### config.mk
export PLATFORM = sky130hd
export DESIGN_NAME = hdr_tonemap
export DESIGN_NICKNAME = d
export VERILOG_FILES = /design/src/rtl/hdr_tm_pkg.sv /design/src/rtl/hdr_tm_div.sv /design/src/rtl/hdr_tonemap.sv
export SDC_FILE = /design/constraint.sdc
export NUM_CORES = 2
export LEC_CHECK = 0
export CORE_MARGIN = 2
export CORE_UTILIZATION = 50
export DETAILED_ROUTE_END_ITERATION = 10
export GPL_TIMING_DRIVEN = 1
export PLACE_DENSITY = 0.69
export REMOVE_ABC_BUFFERS = 1
export SETUP_SLACK_MARGIN = 0.15
export SYNTH_ARGS = -nofsm -noshare
export SYNTH_HDL_FRONTEND = slang
export SYNTH_HIERARCHICAL = 1
export SYNTH_SLANG_ARGS = --single-unit
export TNS_END_PERCENT = 10
### constraint.sdc
create_clock -name clk -period 8.7 [get_ports clk]
set_input_delay 2.61 -clock clk [delete_from_list [all_inputs] [get_ports clk]]
set_output_delay 2.61 -clock clk [all_outputs]
set_load 0.01 [all_outputs]
### src/rtl/hdr_tm_pkg.sv
// rtl/hdr_tm_pkg.sv - shared widths, reset constants, FSM type and gamma curve for hdr_tonemap
package hdr_tm_pkg;
    localparam int N       = 12;
    localparam int FP      = 8;
    localparam int SCALE_W = 17;
    localparam int NORM_W  = 8;

    localparam logic [SCALE_W-1:0] ACT_S_RST = 17'd16;
    localparam logic [N-1:0]       MIN_RST   = 12'hFFF;

    localparam logic [4:0] GREY_R = 5'd16;
    localparam logic [5:0] GREY_G = 6'd32;
    localparam logic [4:0] GREY_B = 5'd16;

    typedef enum logic [1:0] {
        ST_IDLE,
        ST_DIV,
        ST_LOAD
    } tm_state_t;

    // Continuous three-segment curve: slope 2, then 1, then 1/2; 255 maps to 255.
    function automatic logic [NORM_W-1:0] gamma_pwl(input logic [NORM_W-1:0] x);
        logic [NORM_W-1:0] y;
        if (x < 8'd64)
            y = {x[6:0], 1'b0};
        else if (x < 8'd128)
            y = x + 8'd64;
        else
            y = {1'b0, x[7:1]} + 8'd128;
        return y;
    endfunction
endpackage

### src/rtl/hdr_tm_div.sv
// rtl/hdr_tm_div.sv - sequential restoring divider, one quotient bit per cycle
module hdr_tm_div
    import hdr_tm_pkg::*;
(
    input  logic               clk,
    input  logic               rst_n,
    input  logic               start,
    input  logic               abort,
    input  logic [SCALE_W-1:0] dividend,
    input  logic [N-1:0]       divisor,
    output logic [SCALE_W-1:0] quotient,
    output logic               done
);
    logic [N-1:0] dvs_q;
    logic [N-1:0] rem_q;
    logic [4:0]   cnt_q;
    logic [N:0]   rem_sh;
    logic [N-1:0] rem_sub;
    logic         take;

    // The quotient register doubles as the dividend shift register.
    assign rem_sh  = {rem_q, quotient[SCALE_W-1]};
    assign take    = (rem_sh >= {1'b0, dvs_q});
    assign rem_sub = rem_sh[N-1:0] - dvs_q;
    assign done    = (cnt_q == 5'd1);

    always_ff @(posedge clk) begin
        if (!rst_n) begin
            quotient <= '0;
            rem_q    <= '0;
            dvs_q    <= '0;
            cnt_q    <= '0;
        end else if (start) begin
            quotient <= dividend;
            rem_q    <= '0;
            dvs_q    <= divisor;
            cnt_q    <= 5'(SCALE_W);
        end else if (abort) begin
            cnt_q <= '0;
        end else if (cnt_q != 5'd0) begin
            rem_q    <= take ? rem_sub : rem_sh[N-1:0];
            quotient <= {quotient[SCALE_W-2:0], take};
            cnt_q    <= cnt_q - 5'd1;
        end
    end
endmodule

### src/rtl/hdr_tonemap.sv
// rtl/hdr_tonemap.sv - global log-domain tone mapper to RGB565; HDR_TM_GAMMA_EN adds a gamma stage
module hdr_tonemap
    import hdr_tm_pkg::*;
(
    input  logic         clk,
    input  logic         rst_n,
    input  logic [N-1:0] lE_red,
    input  logic [N-1:0] lE_green,
    input  logic [N-1:0] lE_blue,
    input  logic         hdr_done,
    input  logic         frame_start,
    output logic [4:0]   red_out,
    output logic [5:0]   green_out,
    output logic [4:0]   blue_out,
    output logic         tm_valid,
    output logic         tm_busy
);
    logic [N-1:0] le [3];
    assign le[0] = lE_red;
    assign le[1] = lE_green;
    assign le[2] = lE_blue;

    logic [N-1:0] run_min, run_max, snap_min;
    logic [N-1:0] px_min, px_max, base_min, base_max;

    always_comb begin
        px_min = le[0];
        px_max = le[0];
        for (int i = 1; i < 3; i++) begin
            if (le[i] < px_min) px_min = le[i];
            if (le[i] > px_max) px_max = le[i];
        end
    end

    // A pixel coincident with frame_start folds into the freshly reloaded stats.
    assign base_min = frame_start ? MIN_RST : run_min;
    assign base_max = frame_start ? '0      : run_max;

    always_ff @(posedge clk) begin
        if (!rst_n) begin
            run_min  <= MIN_RST;
            run_max  <= '0;
            snap_min <= MIN_RST;
        end else begin
            if (frame_start) snap_min <= run_min;
            if (hdr_done) begin
                run_min <= (px_min < base_min) ? px_min : base_min;
                run_max <= (px_max > base_max) ? px_max : base_max;
            end else begin
                run_min <= base_min;
                run_max <= base_max;
            end
        end
    end

    // An empty frame (max below min) is treated like a zero span.
    logic [N-1:0] span;
    logic         span_flat;
    assign span      = run_max - run_min;
    assign span_flat = (run_max <= run_min);

    tm_state_t          state, state_nx;
    logic               div_start, div_abort, div_done, flat_q;
    logic [SCALE_W-1:0] div_q;
    logic [N-1:0]       act_min;
    logic [SCALE_W-1:0] act_s;
    logic               act_flat;

    hdr_tm_div u_div (
        .clk      (clk),
        .rst_n    (rst_n),
        .start    (div_start),
        .abort    (div_abort),
        .dividend (17'h10000),
        .divisor  (span),
        .quotient (div_q),
        .done     (div_done)
    );

    always_comb begin
        state_nx  = state;
        div_start = 1'b0;
        div_abort = 1'b0;
        if (frame_start) begin
            if (span_flat) begin
                state_nx  = ST_LOAD;
                div_abort = 1'b1;
            end else begin
                state_nx  = ST_DIV;
                div_start = 1'b1;
            end
        end else begin
            case (state)
                ST_DIV:  if (div_done) state_nx = ST_LOAD;
                ST_LOAD: state_nx = ST_IDLE;
                default: state_nx = ST_IDLE;
            endcase
        end
    end

    always_ff @(posedge clk) begin
        if (!rst_n) begin
            state    <= ST_IDLE;
            flat_q   <= 1'b0;
            act_min  <= '0;
            act_s    <= ACT_S_RST;
            act_flat <= 1'b0;
        end else begin
            state <= state_nx;
            if (frame_start) flat_q <= span_flat;
            if (state == ST_LOAD && !frame_start) begin
                act_min  <= snap_min;
                act_s    <= flat_q ? act_s : div_q;
                act_flat <= flat_q;
            end
        end
    end

    assign tm_busy = (state != ST_IDLE);

    // Scale and flat flag travel with each pixel so a LOAD never splits one.
    logic               v1, f1;
    logic [SCALE_W-1:0] s1;
    logic [N-1:0]       d1 [3];

    always_ff @(posedge clk) begin
        if (!rst_n) begin
            v1 <= 1'b0;
            f1 <= 1'b0;
            s1 <= ACT_S_RST;
            for (int i = 0; i < 3; i++) d1[i] <= '0;
        end else begin
            v1 <= hdr_done;
            f1 <= act_flat;
            s1 <= act_s;
            for (int i = 0; i < 3; i++)
                d1[i] <= (le[i] > act_min) ? le[i] - act_min : '0;
        end
    end

    logic [28:0]       prod   [3];
    logic [NORM_W-1:0] norm_c [3];

    always_comb begin
        for (int i = 0; i < 3; i++) begin
            prod[i]   = 29'(d1[i]) * 29'(s1);
            norm_c[i] = (prod[i][28:16] != '0) ? 8'hFF : prod[i][15:8];
        end
    end

    logic              v2, f2;
    logic [NORM_W-1:0] n2 [3];

    always_ff @(posedge clk) begin
        if (!rst_n) begin
            v2 <= 1'b0;
            f2 <= 1'b0;
            for (int i = 0; i < 3; i++) n2[i] <= '0;
        end else begin
            v2 <= v1;
            f2 <= f1;
            for (int i = 0; i < 3; i++) n2[i] <= norm_c[i];
        end
    end

    logic              v_fin, f_fin;
    logic [NORM_W-1:0] n_fin [3];

`ifdef HDR_TM_GAMMA_EN
    logic              v3, f3;
    logic [NORM_W-1:0] n3 [3];

    always_ff @(posedge clk) begin
        if (!rst_n) begin
            v3 <= 1'b0;
            f3 <= 1'b0;
            for (int i = 0; i < 3; i++) n3[i] <= '0;
        end else begin
            v3 <= v2;
            f3 <= f2;
            for (int i = 0; i < 3; i++) n3[i] <= gamma_pwl(n2[i]);
        end
    end

    always_comb begin
        v_fin = v3;
        f_fin = f3;
        for (int i = 0; i < 3; i++) n_fin[i] = n3[i];
    end
`else
    always_comb begin
        v_fin = v2;
        f_fin = f2;
        for (int i = 0; i < 3; i++) n_fin[i] = n2[i];
    end
`endif

    always_ff @(posedge clk) begin
        if (!rst_n) begin
            tm_valid  <= 1'b0;
            red_out   <= '0;
            green_out <= '0;
            blue_out  <= '0;
        end else begin
            tm_valid  <= v_fin;
            red_out   <= f_fin ? GREY_R : n_fin[0][7:3];
            green_out <= f_fin ? GREY_G : n_fin[1][7:2];
            blue_out  <= f_fin ? GREY_B : n_fin[2][7:3];
        end
    end
endmodule

==> flow_summary.ini <==
[sta]
setup_viol_count_final = 0
max_freq_ghz = 0.1238
finalCritPeriodShare_pct = 92.87
worst_slew_pin_slew_ns = 1.298
skew_ns = 0.02381
period_needed_ns = 8.080
maxSlewHeadroom_pct = 13.35
rsz0062_at_grt = false
holdWs_ns = 0.4233
slew_viol_final = 0
hold_violations = 0

[global_routing]
grt_max_degree = 84
antenna_found_initial = 0
grt_overflow = 0
grt_use_total_pct = 24.80
grt_pass1_wl_microns = 125700
grt_pass1_vias = 24260

[final_layout]
layoutNonFillerInstCount = 4392
multiInputGateArea_sq_um = 23720
syn2layout_area_growth_pct = 8.610
regArea_sq_um = 4106
final.fill_count = 5607
drive_gt1_share_pct = 4.958
antenna-diode-count = 0
fin_nets = 4393

[worst_setup_path]
cp_num_buf_inv = 5
start_kind = primary input
crit_top_cell = buf_4
worstPathMaxFanout = 19
rrSetupSlack_ns = 1.42
reg2reg_to = n2[0][19]$_SDFF_PN0_
cp_top_family = compound AO/OA/AOI/OAI gates
cp.arrival_ns = 8.56
worstSetupPathType = in2reg
rr_worst_depth = 20
critPathSlowestCell = clkdlybuf4s50_1
critPathMaxStageDelay_ns = 0.57
critPathCaptureType = flop
critPathRequiredTime_ns = 9.18
crit_start = lE_green[11]
cp.depth = 27
crit_end = run_max[11]$_SDFF_PN0_
regToRegStartpoint = s1[4]$_SDFF_PN1_

[synth]
synth.distinct_cells = 79
ys_dominant_reg_cell = dfxtp_1
syn_inst = 3555
yosysWarnings = 6
seq_area_frac_synth_pct = 13.44
synth.avg_cell_area_sq_um = 8.589
synthArstFlopShare_pct = 0
synth_edf_count = 0
ys_ff_latch = 205
netlist_area_sq_um = 30530

[worst_hold_path]
hp-class = reg2reg

[floorplanning]
fp.dieW_microns = 251.1
die_area_sq_um = 63060
die_h_microns = 251.1
ios = 58
start_util_pct = 50.59
num_rows = 90
core_area_sq_um = 60360

[place]
numPortBuffers = 57
dp_hpwl_microns = 59440
placedCellCount = 4346
gp_congestion = 0.9284

[routing]
num_vias = 23690
wl_per_cell_microns = 17.27
dr.pass1.iters = 5
routed_via_density = 5.393
ant_nets = 0
drc = 0
routed_wl_microns = 75850
drt_iter0_markers = 1336

[power]
p_total_mw = 3.534
powerDensity_nw_per_um2 = 106.6
cellLeakagePower_nw = 15.72
ir_worst_vdd_uv = 328.3

[cts]
ctsHtreeMaxLevel = 1
cts_setup_buffers = 0
path_clk_slew_ns = 0.06
insertion_delay_ns = 0.57
root_buffer = clkbuf_16
ctsLongestPathBuffers = 3
cts_tree = built
cts_buffers = 25
cts_sinks = 205

[outcome]
status = completed

[run]
maxCapViolCount = 0
==> kinds of logic after synthesis <==
group                      after synthesis  synth area share, %
and+or+nand+nor                       1225                19.58
muxes                                  102                3.393
adders and majority gates              762                42.34
xor gates and xnor gates                65                1.865
AOI/OAI and AO/OA                      459                10.27
DFF                                    205                13.44
buffers and inverters                  735                9.089
other                                    2              0.02460
==> cells in the mapped netlist (all sizes together) (50+ instances only) <==
master  instances  area share (%)
inv           577             7.1
nand2         541             6.7
fa            452              30
and2          319             6.5
ha            310              13
dfxtp         205              13
clkbuf        144             1.8
nor2          127             1.6
a21oi          96             1.6
o21ai          92             1.5
mux2i          90             3.0
a21boi         53             1.3
xnor2          50             1.4
==> layer usage <==
layer  share of wire (%)  track usage (%)  vias to the layer above
li1                    -                -                    11360
met2                  48            42.82                      574
met4                 3.2            7.517                        0
met1                  44            32.57                    11620
met3                 5.1            3.075                      129
met5                   0                0                        -
==> sequential cells by signal (all words and copies together), names as in the netlist, 2 cells and up <==
| signal | cells |
|---|---|
| d1 | 36 |
| act_s | 17 |
| s1 | 17 |
| u_div/quotient | 17 |
| n2 | 16 |
| act_min | 12 |
| run_max | 12 |
| run_min | 12 |
| snap_min | 12 |
| u_div/dvs_q | 12 |
| u_div/rem_q | 12 |
| green_out | 6 |
| blue_out | 5 |
| red_out | 5 |
| u_div/cnt_q | 5 |
| state | 2 |
==> cell type report <==
type / instances / area share [%]
Multi-Input combinational cell: 2630 / 71.54
Sequential cell: 205 / 12.38
Inverter: 577 / 6.531
Timing Repair Buffer: 152 / 3.939
Tap cell: 782 / 2.950
Clock buffer: 29 / 1.962
Clock inverter: 17 / 0.6942
==> through the flow <==
| step | util, % | worst slack, ns | instance area [sq um] | setup TNS [ns] |
|---|---|---|---|---|
| after floorplan | - | -0.5372 | 29980 | -7.001 |
| after global placement | 53.48 | 0.06481 | 32280 | 0 |
| after detailed placement | 53.48 | 0.04072 | 32280 | 0 |
| after CTS | 54.94 | 0.5673 | 33160 | 0 |
| after global routing | 54.94 | 0.2812 | 33160 | 0 |
| final | 54.94 | 0.6199 | 33160 | 0 |
==> power by group <==
group / internal (mW) / switching (mW)
clock network: 0.667 / 0.458
registers: 1.02 / 0.161
logic: 0.543 / 0.686
total: 2.23 / 1.31
==> worst min path at each step <==
| stage | start | to | slack, ns | cells past startpoint |
|---|---|---|---|---|
| 5_1_grt | n2[0][21]$_SDFF_PN0_ | blue_out[2]$_SDFF_PP0_ | 0.43 | 1 |
| 2_1_floorplan | n2[0][23]$_SDFF_PN0_ | blue_out[4]$_SDFF_PN0_ | 0.41 | 1 |
| 4_1_cts | n2[0][11]$_SDFF_PN0_ | green_out[1]$_SDFF_PP0_ | 0.43 | 1 |
| 3_5_place_dp | n2[0][11]$_SDFF_PN0_ | green_out[1]$_SDFF_PP0_ | 0.41 | 1 |
| 3_3_place_gp | n2[0][6]$_SDFF_PN0_ | red_out[3]$_SDFF_PP0_ | 0.41 | 1 |
| 6_report | n2[0][11]$_SDFF_PN0_ | green_out[1]$_SDFF_PP0_ | 0.42 | 1 |
==> layout by cell type, fill, tap and decap left out, types with 7 or more instances in the layout <==
| cell | instances |
|---|---|
| a2111oi_0 | 8 |
| a211oi_1 | 9 |
| a21boi_0 | 51 |
| a21o_1 | 48 |
| a21oi_1 | 94 |
| a31oi_1 | 8 |
| and2_1 | 319 |
| and3_1 | 12 |
| buf_4 | 94 |
| clkbuf_16 | 25 |
| clkdlybuf4s50_1 | 56 |
| conb_1 | 17 |
| dfxtp_1 | 203 |
| fa_1 | 452 |
| ha_1 | 310 |
| inv_1 | 577 |
| mux2_2 | 11 |
| mux2i_1 | 90 |
| nand2_1 | 541 |
| nand2b_1 | 21 |
| nand3_1 | 25 |
| nand4_1 | 38 |
| nor2_1 | 126 |
| nor2b_1 | 42 |
| nor3_1 | 44 |
| o211a_1 | 7 |
| o211ai_1 | 16 |
| o21a_1 | 32 |
| o21ai_0 | 75 |
| o21ai_1 | 17 |
| o31a_1 | 12 |
| o31ai_1 | 13 |
| o41a_1 | 7 |
| or2_2 | 14 |
| or3_1 | 10 |
| xnor2_1 | 50 |
| xor2_1 | 15 |
==> what timing repair did <==
| action | in CTS | in global routing |
|---|---|---|
| setup endpoints to repair | 0 | 3 |
| gates resized for setup | 0 | 1 |
| hold buffers | 0 | 0 |
Note: power is estimated with default switching activity, not from simulation.
